<file path="config.mk">
export PLATFORM = sky130hd
export DESIGN_NAME = sad_search_ctrl_flat
export DESIGN_NICKNAME = d
export VERILOG_FILES = /design/src/rtl/sad_search_ctrl_if.sv /design/src/rtl/sad_search_ctrl.sv /design/src/flat_wrapper.sv
export SDC_FILE = /design/constraint.sdc
export NUM_CORES = 1
export LEC_CHECK = 0
export CORE_ASPECT_RATIO = 1.2
export CORE_MARGIN = 4
export CORE_UTILIZATION = 55
export CTS_CLUSTER_DIAMETER = 60
export CTS_CLUSTER_SIZE = 12
export DETAILED_ROUTE_END_ITERATION = 10
export GPL_TIMING_DRIVEN = 0
export MAX_ROUTING_LAYER = met4
export PLACE_DENSITY = 0.75
export SYNTH_ARGS = -nofsm -noshare
export SYNTH_HDL_FRONTEND = slang
export SYNTH_SLANG_ARGS = --single-unit
</file>
<file path="constraint.sdc">
create_clock -name clk -period 2.18 [get_ports clk]
set_input_delay 0.327 -clock clk [delete_from_list [all_inputs] [get_ports clk]]
set_output_delay 0.327 -clock clk [all_outputs]
set_load 0.05 [all_outputs]
</file>
<file path="src/rtl/sad_search_ctrl_if.sv">
// Bundle of candidate-issue, compare-side and control signals between
// sad_search_ctrl (master) and the SAD datapath / ME controller (slave).
// Optional feature macro: EARLY_TERM_EN adds early_term, best_sad16, et_thresh.
interface sad_search_ctrl_if #(
  parameter int MV_W = 7
);
  logic                   start;
  logic                   busy;
  logic                   done;
  logic                   cand_valid;
  logic                   cand_ready;
  logic signed [MV_W-1:0] cand_x;
  logic signed [MV_W-1:0] cand_y;
  logic                   min_clr;
  logic                   cmp_en;
  logic signed [MV_W-1:0] cmp_mv_x;
  logic signed [MV_W-1:0] cmp_mv_y;
`ifdef EARLY_TERM_EN
  logic                   early_term;
  logic [63:0]            best_sad16;
  logic [15:0]            et_thresh;
`endif

  modport master (
    input  start,
    input  cand_ready,
`ifdef EARLY_TERM_EN
    input  best_sad16,
    input  et_thresh,
    output early_term,
`endif
    output busy,
    output done,
    output cand_valid,
    output cand_x,
    output cand_y,
    output min_clr,
    output cmp_en,
    output cmp_mv_x,
    output cmp_mv_y
  );

  modport slave (
    output start,
    output cand_ready,
`ifdef EARLY_TERM_EN
    output best_sad16,
    output et_thresh,
    input  early_term,
`endif
    input  busy,
    input  done,
    input  cand_valid,
    input  cand_x,
    input  cand_y,
    input  min_clr,
    input  cmp_en,
    input  cmp_mv_x,
    input  cmp_mv_y
  );
endinterface

</file>
<file path="src/rtl/sad_search_ctrl.sv">
// Integer-pel full-search sequencer. Walks the candidate raster
// x,y in [-SR, SR-1] (x fastest), hands each MV to the SAD tree over a
// valid/ready handshake, and delays accepted MVs by PIPE_LAT cycles so
// cmp_en/cmp_mv line up with the SADs arriving at the min-SAD comparators.
// Optional feature macro: EARLY_TERM_EN (stop issuing once all four
// SAD16x16 minima fall below et_thresh).
// Requires SR <= 2**(MV_W-1) and PIPE_LAT >= 1.
module sad_search_ctrl #(
  parameter int SR       = 32,
  parameter int MV_W     = 7,
  parameter int PIPE_LAT = 4
) (
  input logic               clk,
  input logic               rst_n,
  sad_search_ctrl_if.master bus
);

  localparam logic signed [MV_W-1:0] MV_MIN = MV_W'(-SR);
  localparam logic signed [MV_W-1:0] MV_MAX = MV_W'(SR - 1);
  localparam logic signed [MV_W-1:0] MV_ONE = MV_W'(1);

  typedef enum logic [2:0] {
    S_IDLE,
    S_CLR,
    S_SCAN,
    S_DRAIN,
    S_DONE
  } state_t;

  typedef struct packed {
    logic                   vld;
    logic signed [MV_W-1:0] x;
    logic signed [MV_W-1:0] y;
  } stage_t;

  state_t                 state;
  logic                   busy_q;
  logic                   done_q;
  logic                   min_clr_q;
  logic                   cand_valid_q;
  logic signed [MV_W-1:0] cand_x_q;
  logic signed [MV_W-1:0] cand_y_q;
  // Raster position; rests at (-SR,-SR) while the MV outputs rest at zero.
  logic signed [MV_W-1:0] pos_x;
  logic signed [MV_W-1:0] pos_y;
  logic signed [MV_W-1:0] nxt_x;
  logic signed [MV_W-1:0] nxt_y;
  logic                   last_pos;
  logic                   accept;
  logic                   dl_busy;
  logic                   et_hit;
  stage_t                 dl [PIPE_LAT];
`ifdef EARLY_TERM_EN
  logic                   early_term_q;
`endif

  assign accept   = cand_valid_q & bus.cand_ready;
  assign last_pos = (pos_x == MV_MAX) && (pos_y == MV_MAX);

  // Next raster position: x advances, wrapping to -SR with a y step at the row end.
  always_comb begin
    // NOTE: every signal written here gets a default first, so no path leaves
    // it unassigned and no latch is inferred.
    nxt_x = pos_x + MV_ONE;
    nxt_y = pos_y;
    if (pos_x == MV_MAX) begin
      nxt_x = MV_MIN;
      nxt_y = pos_y + MV_ONE;
    end
  end

  // Anything still heading for the comparators after this edge (all stages
  // but the last, plus an accept landing in stage 0) keeps DRAIN waiting.
  always_comb begin
    dl_busy = accept;
    for (int i = 0; i < PIPE_LAT - 1; i++) begin
      dl_busy = dl_busy | dl[i].vld;
    end
  end

`ifdef EARLY_TERM_EN
  // Early-termination test: all four lane minima strictly below threshold.
  always_comb begin
    et_hit = (state == S_SCAN);
    for (int l = 0; l < 4; l++) begin
      if (bus.best_sad16[16*l +: 16] >= bus.et_thresh) et_hit = 1'b0;
    end
  end
`else
  assign et_hit = 1'b0;
`endif

  // Search FSM with registered outputs and the raster position counters.
  always_ff @(posedge clk or negedge rst_n) begin
    // NOTE: state is written with non-blocking assignments only, so every
    // read in this block sees the pre-edge value regardless of statement order.
    if (!rst_n) begin
      state        <= S_IDLE;
      busy_q       <= 1'b0;
      done_q       <= 1'b0;
      min_clr_q    <= 1'b0;
      cand_valid_q <= 1'b0;
      cand_x_q     <= '0;
      cand_y_q     <= '0;
      pos_x        <= MV_MIN;
      pos_y        <= MV_MIN;
`ifdef EARLY_TERM_EN
      early_term_q <= 1'b0;
`endif
    end else begin
      min_clr_q <= 1'b0;
      done_q    <= 1'b0;
      unique case (state)
        S_IDLE: begin
          if (bus.start) begin
            state     <= S_CLR;
            busy_q    <= 1'b1;
            min_clr_q <= 1'b1;
`ifdef EARLY_TERM_EN
            early_term_q <= 1'b0;
`endif
          end
        end
        S_CLR: begin
          state        <= S_SCAN;
          pos_x        <= MV_MIN;
          pos_y        <= MV_MIN;
          cand_x_q     <= MV_MIN;
          cand_y_q     <= MV_MIN;
          cand_valid_q <= 1'b1;
        end
        S_SCAN: begin
          if (accept && !last_pos) begin
            pos_x    <= nxt_x;
            pos_y    <= nxt_y;
            cand_x_q <= nxt_x;
            cand_y_q <= nxt_y;
          end
          if ((accept && last_pos) || et_hit) begin
            state        <= S_DRAIN;
            cand_valid_q <= 1'b0;
`ifdef EARLY_TERM_EN
            if (et_hit) early_term_q <= 1'b1;
`endif
          end
        end
        S_DRAIN: begin
          if (!dl_busy) begin
            state  <= S_DONE;
            done_q <= 1'b1;
          end
        end
        S_DONE: begin
          state  <= S_IDLE;
          busy_q <= 1'b0;
        end
        default: begin
          state        <= S_IDLE;
          busy_q       <= 1'b0;
          cand_valid_q <= 1'b0;
        end
      endcase
    end
  end

  // MV delay line: shifts every cycle, never stalls, loads accepts at stage 0.
  always_ff @(posedge clk or negedge rst_n) begin
    // NOTE: the delay line is reset in full; a reset mid-search must flush
    // in-flight valids, and clearing the MV fields too keeps cmp_mv at zero.
    if (!rst_n) begin
      for (int i = 0; i < PIPE_LAT; i++) dl[i] <= '0;
    end else begin
      dl[0] <= '{vld: accept, x: cand_x_q, y: cand_y_q};
      for (int i = 1; i < PIPE_LAT; i++) dl[i] <= dl[i-1];
    end
  end

  assign bus.busy       = busy_q;
  assign bus.done       = done_q;
  assign bus.min_clr    = min_clr_q;
  assign bus.cand_valid = cand_valid_q;
  assign bus.cand_x     = cand_x_q;
  assign bus.cand_y     = cand_y_q;
  assign bus.cmp_en     = dl[PIPE_LAT-1].vld;
  assign bus.cmp_mv_x   = dl[PIPE_LAT-1].x;
  assign bus.cmp_mv_y   = dl[PIPE_LAT-1].y;
`ifdef EARLY_TERM_EN
  assign bus.early_term = early_term_q;
`endif

endmodule
</file>
<file path="src/flat_wrapper.sv">
// flat-port wrapper written by rule: the top's interface ports become plain ports
module sad_search_ctrl_flat 
#(
  parameter int SR       = 32,
  parameter int MV_W     = 7,
  parameter int PIPE_LAT = 4
)
  (clk, rst_n, bus_start, bus_cand_ready, bus_busy, bus_done, bus_cand_valid, bus_cand_x, bus_cand_y, bus_min_clr, bus_cmp_en, bus_cmp_mv_x, bus_cmp_mv_y);
  sad_search_ctrl_if #(.MV_W(MV_W)) bus_i ();
  input logic clk;
  input logic rst_n;
  input wire logic [$bits(bus_i.start)-1:0] bus_start;
  input wire logic [$bits(bus_i.cand_ready)-1:0] bus_cand_ready;
  output wire logic [$bits(bus_i.busy)-1:0] bus_busy;
  output wire logic [$bits(bus_i.done)-1:0] bus_done;
  output wire logic [$bits(bus_i.cand_valid)-1:0] bus_cand_valid;
  output wire logic [$bits(bus_i.cand_x)-1:0] bus_cand_x;
  output wire logic [$bits(bus_i.cand_y)-1:0] bus_cand_y;
  output wire logic [$bits(bus_i.min_clr)-1:0] bus_min_clr;
  output wire logic [$bits(bus_i.cmp_en)-1:0] bus_cmp_en;
  output wire logic [$bits(bus_i.cmp_mv_x)-1:0] bus_cmp_mv_x;
  output wire logic [$bits(bus_i.cmp_mv_y)-1:0] bus_cmp_mv_y;
  assign bus_i.start = bus_start;
  assign bus_i.cand_ready = bus_cand_ready;
  assign bus_busy = bus_i.busy;
  assign bus_done = bus_i.done;
  assign bus_cand_valid = bus_i.cand_valid;
  assign bus_cand_x = bus_i.cand_x;
  assign bus_cand_y = bus_i.cand_y;
  assign bus_min_clr = bus_i.min_clr;
  assign bus_cmp_en = bus_i.cmp_en;
  assign bus_cmp_mv_x = bus_i.cmp_mv_x;
  assign bus_cmp_mv_y = bus_i.cmp_mv_y;
  sad_search_ctrl #(.SR(SR), .MV_W(MV_W), .PIPE_LAT(PIPE_LAT)) u_core (.clk(clk), .rst_n(rst_n), .bus(bus_i));
endmodule
</file>
==> metrics.yaml <==
run_status:
  status: "finished clean"
critical_path:
  slowest_delay_ns: 0.79
  critPathTopFamily: "buffers and inverters"
  rr_worst_depth: 8
  crit_fanout: 7
  reg2reg_setup_slack_ns: 0.13
  worstPathArrival_ns: 1.79
  end_kind: "output pin"
  path_cells: "buf_4 -> clkdlybuf4s50_1"
  crit_type: "reg -> out"
  cp-endpoint: "bus_cand_x[4]"
  required_ns: 1.85
  worstReg2RegEnd: "u_core.bus.cand_y[5]"
  cp_num_cells: 2
  crit_slowest_cell: "clkdlybuf4s50_1"
  crit_start: "u_core.pos_x[4]"
  critPathBufInv: 2
  startpoint_type: "flip-flop"
  reg2reg_from: "u_core.pos_x[0]"
clock_tree:
  clk_latency_ns: 0.34
  cts_tree: "done"
  h-tree-depth: 3
  clk_pin_slew_ns: 0.07
  cts_sinks: 85
  ctsRootBufferMaster: "clkbuf_8"
  cts_made_buffers: 9
  clockBufferDepth: 2
drt:
  antenna_left: 0
  drtIter0Drc: 108
  vias: 1923
  dr.pass1.iters: 5
  drc_errors: 0
  routed_via_density: 5.43
  routed_wl_microns: 5570
  wl_per_cell_microns: 15.7
synthesis:
  avgSynthCellArea_sq_um: 13.5
  synthArstFlopShare_pct: 100
  synth_ff_type: "dfrtp_1"
  ys_seq_elements: 85
  synth_top_family_by_area: "compound AO/OA/AOI/OAI gates"
  synth_edf_count: 0
  syn_area_sq_um: 3170
  yosysUniqueCellTypes: 55
  synthAdderAreaFrac_pct: 0.790
  yosysSeqAreaShare_pct: 67.3
  synthMuxAreaShare_pct: 1.42
  synth-compound-area-share_pct: 10.8
  ys_warn_count: 0
  synth_nets: 241
  syn_inst: 235
  synth-simple-area-share_pct: 10.2
  synth_xor_area_share_pct: 0.829
die:
  ioPinCount: 37
  die_h_microns: 91.1
  initial_utilization_pct: 56.3
  placement_rows: 30
  core_area_sq_um: 5630
  dieArea_sq_um: 7040
  fp.dieW_microns: 77.3
placed_design:
  place_ws_ns: -0.0525
  numPortBuffers: 36
  place_congestion: 0.849
  placed_cells: 336
  hpwlAfterDp_microns: 3830
sta:
  worst_pin_slew_ns: 0.883
  clock.fmax_mhz: 472
  post-route-period-util_pct: 97.1
  rsz0062_at_grt: "false"
  slew_violations: 0
  final_hold_viol_count: 0
  fin_skew_ns: 0.00703
  setup_ws_ns: 0.0622
  post-route-min-period_ns: 2.12
  maxSlewHeadroom_pct: 39.6
  setup_viol: 0
final_layout:
  nets: 291
  syn2layout_area_growth_pct: 22.4
  fin_cells: 354
  drive_gt1_share_pct: 23.4
  n_antenna_cell: 0
  final_cell_mix: "81 x dfrtp_1, 34 x clkdlybuf4s50_1, 28 x buf_4, 11 x nand2_1, 11 x clkbuf_8"
  final_common_cell: "dfrtp_1"
min_path:
  hold_class: "reg -> reg"
global_route:
  antenna_found_initial: 0
  grt_pass1_vias: 1967
  grt_max_degree: 48
  grt_pass1_wl_microns: 9580
  groute.usage.overall_pct: 18.2
  grt-ovfl-total: 0
pwr:
  ir_worst_vdd_uv: 776
  p_total_mw: 4.94
  power_density_nw_per_um2: 1270
  p_leak_nw: 1.75
job:
  max_cap_violations: 0
==> how the worst min path moves through the flow <==
stage | startpoint | endpoint | slack [ns] | cells past startpoint
detailed placement | rst_n | u_core.dl[36] | 0.33 | 1
CTS | u_core.dl[33] | u_core.dl[18] | 0.35 | 0
finish | u_core.dl[33] | u_core.dl[18] | 0.35 | 0
floorplan | rst_n | u_core.bus.busy | 0.03 | 0
global placement | u_core.dl[48] | u_core.dl[33] | 0.33 | 0
global route | u_core.dl[54] | u_core.dl[39] | 0.35 | 0
==> metrics by stage <==
stage / util (%) / hold WS (ns) / TNS (ns) / area, sq um
6_report: 68.9 / 0.351 / 0 / 3880
5_1_grt: 68.9 / 0.349 / 0 / 3880
4_1_cts: 68.6 / 0.353 / 0 / 3860
3_5_place_dp: 64.4 / 0.327 / -0.0525 / 3630
3_3_place_gp: 64.1 / 0.331 / -168.07 / 3610
2_1_floorplan: - / 0.0314 / 0 / 3170
==> sequential cells by signal, indices dropped and copies added, names as in the netlist <==
register               cells
u_core.bus.cand_valid      1
u_core.bus.done            1
u_core.bus.busy            1
u_core.bus.cmp_mv_y        7
u_core.bus.cmp_en          1
u_core.pos_x               7
u_core.pos_y               7
u_core.bus.cand_x          2
u_core.state               3
u_core.bus.min_clr         1
u_core.bus.cand_y          2
u_core.bus.cmp_mv_x        7
u_core.dl                 45
==> area by class of cell <==
cell class,count,area (sq um)
Fill cell,439,1750
Timing Repair Buffer,39,398
Clock buffer,13,159
Tap cell,64,80.1
Sequential cell,85,2130
Buffer,33,246
Inverter,8,30.0
Clock inverter,3,67.6
Multi-Input combinational cell,109,764
==> cell usage after synthesis (2+ instances only) <==
cell type | n | area [sq um]
nand3_1 | 9 | 45.0
and2_1 | 2 | 12.5
and3_2 | 4 | 30.0
buf_6 | 3 | 33.8
buf_4 | 26 | 195
or3_1 | 2 | 12.5
xnor2_1 | 3 | 26.3
a211oi_1 | 3 | 22.5
and3_1 | 6 | 37.5
dfstp_2 | 4 | 105
nor3_1 | 2 | 10.0
mux2i_1 | 3 | 30.0
dfrtp_1 | 81 | 2030
o211ai_1 | 4 | 30.0
a21oi_1 | 3 | 15.0
nor2_1 | 5 | 18.8
a311oi_1 | 2 | 17.5
clkbuf_1 | 2 | 7.51
ha_1 | 2 | 25.0
nand2_1 | 11 | 41.3
o21ai_0 | 6 | 30.0
a31oi_1 | 9 | 56.3
nand4_1 | 4 | 25.0
a2bb2oi_1 | 2 | 17.5
inv_1 | 7 | 26.3
==> where the power goes <==
part,switching [mW],internal [mW]
sequential,0.257,1.99
clock,0.499,0.709
combinational,0.868,0.616
total,1.62,3.32
==> logic make-up (layout without fill, tap and decap cells) <==
kind of cell	after synthesis	after routing
buf+inv	41	96
flops	85	85
xor+xnor	3	3
compound gates	45	45
mux	4	4
simple gates	55	55
fa+ha+maj	2	2
==> routing by layer <==
metal	vias up	routed length [microns]	global-route usage (%)
met3	8	257	4.86
met1	956	2340	22.4
li1	910	-	-
met5	-	0	-
met2	49	2900	29.0
met4	0	74	6.38
==> timing repair <==
| action | in CTS | in global routing |
|---|---|---|
| buffers inserted | 0 | 1 |
| endpoints found under the hold margin | 34 | 0 |
| endpoints found under the setup margin | 0 | 3 |
| resized for setup | 0 | 2 |
| hold buffers | 1 | 0 |
No activity file was read; power rests on OpenSTA's default activity.
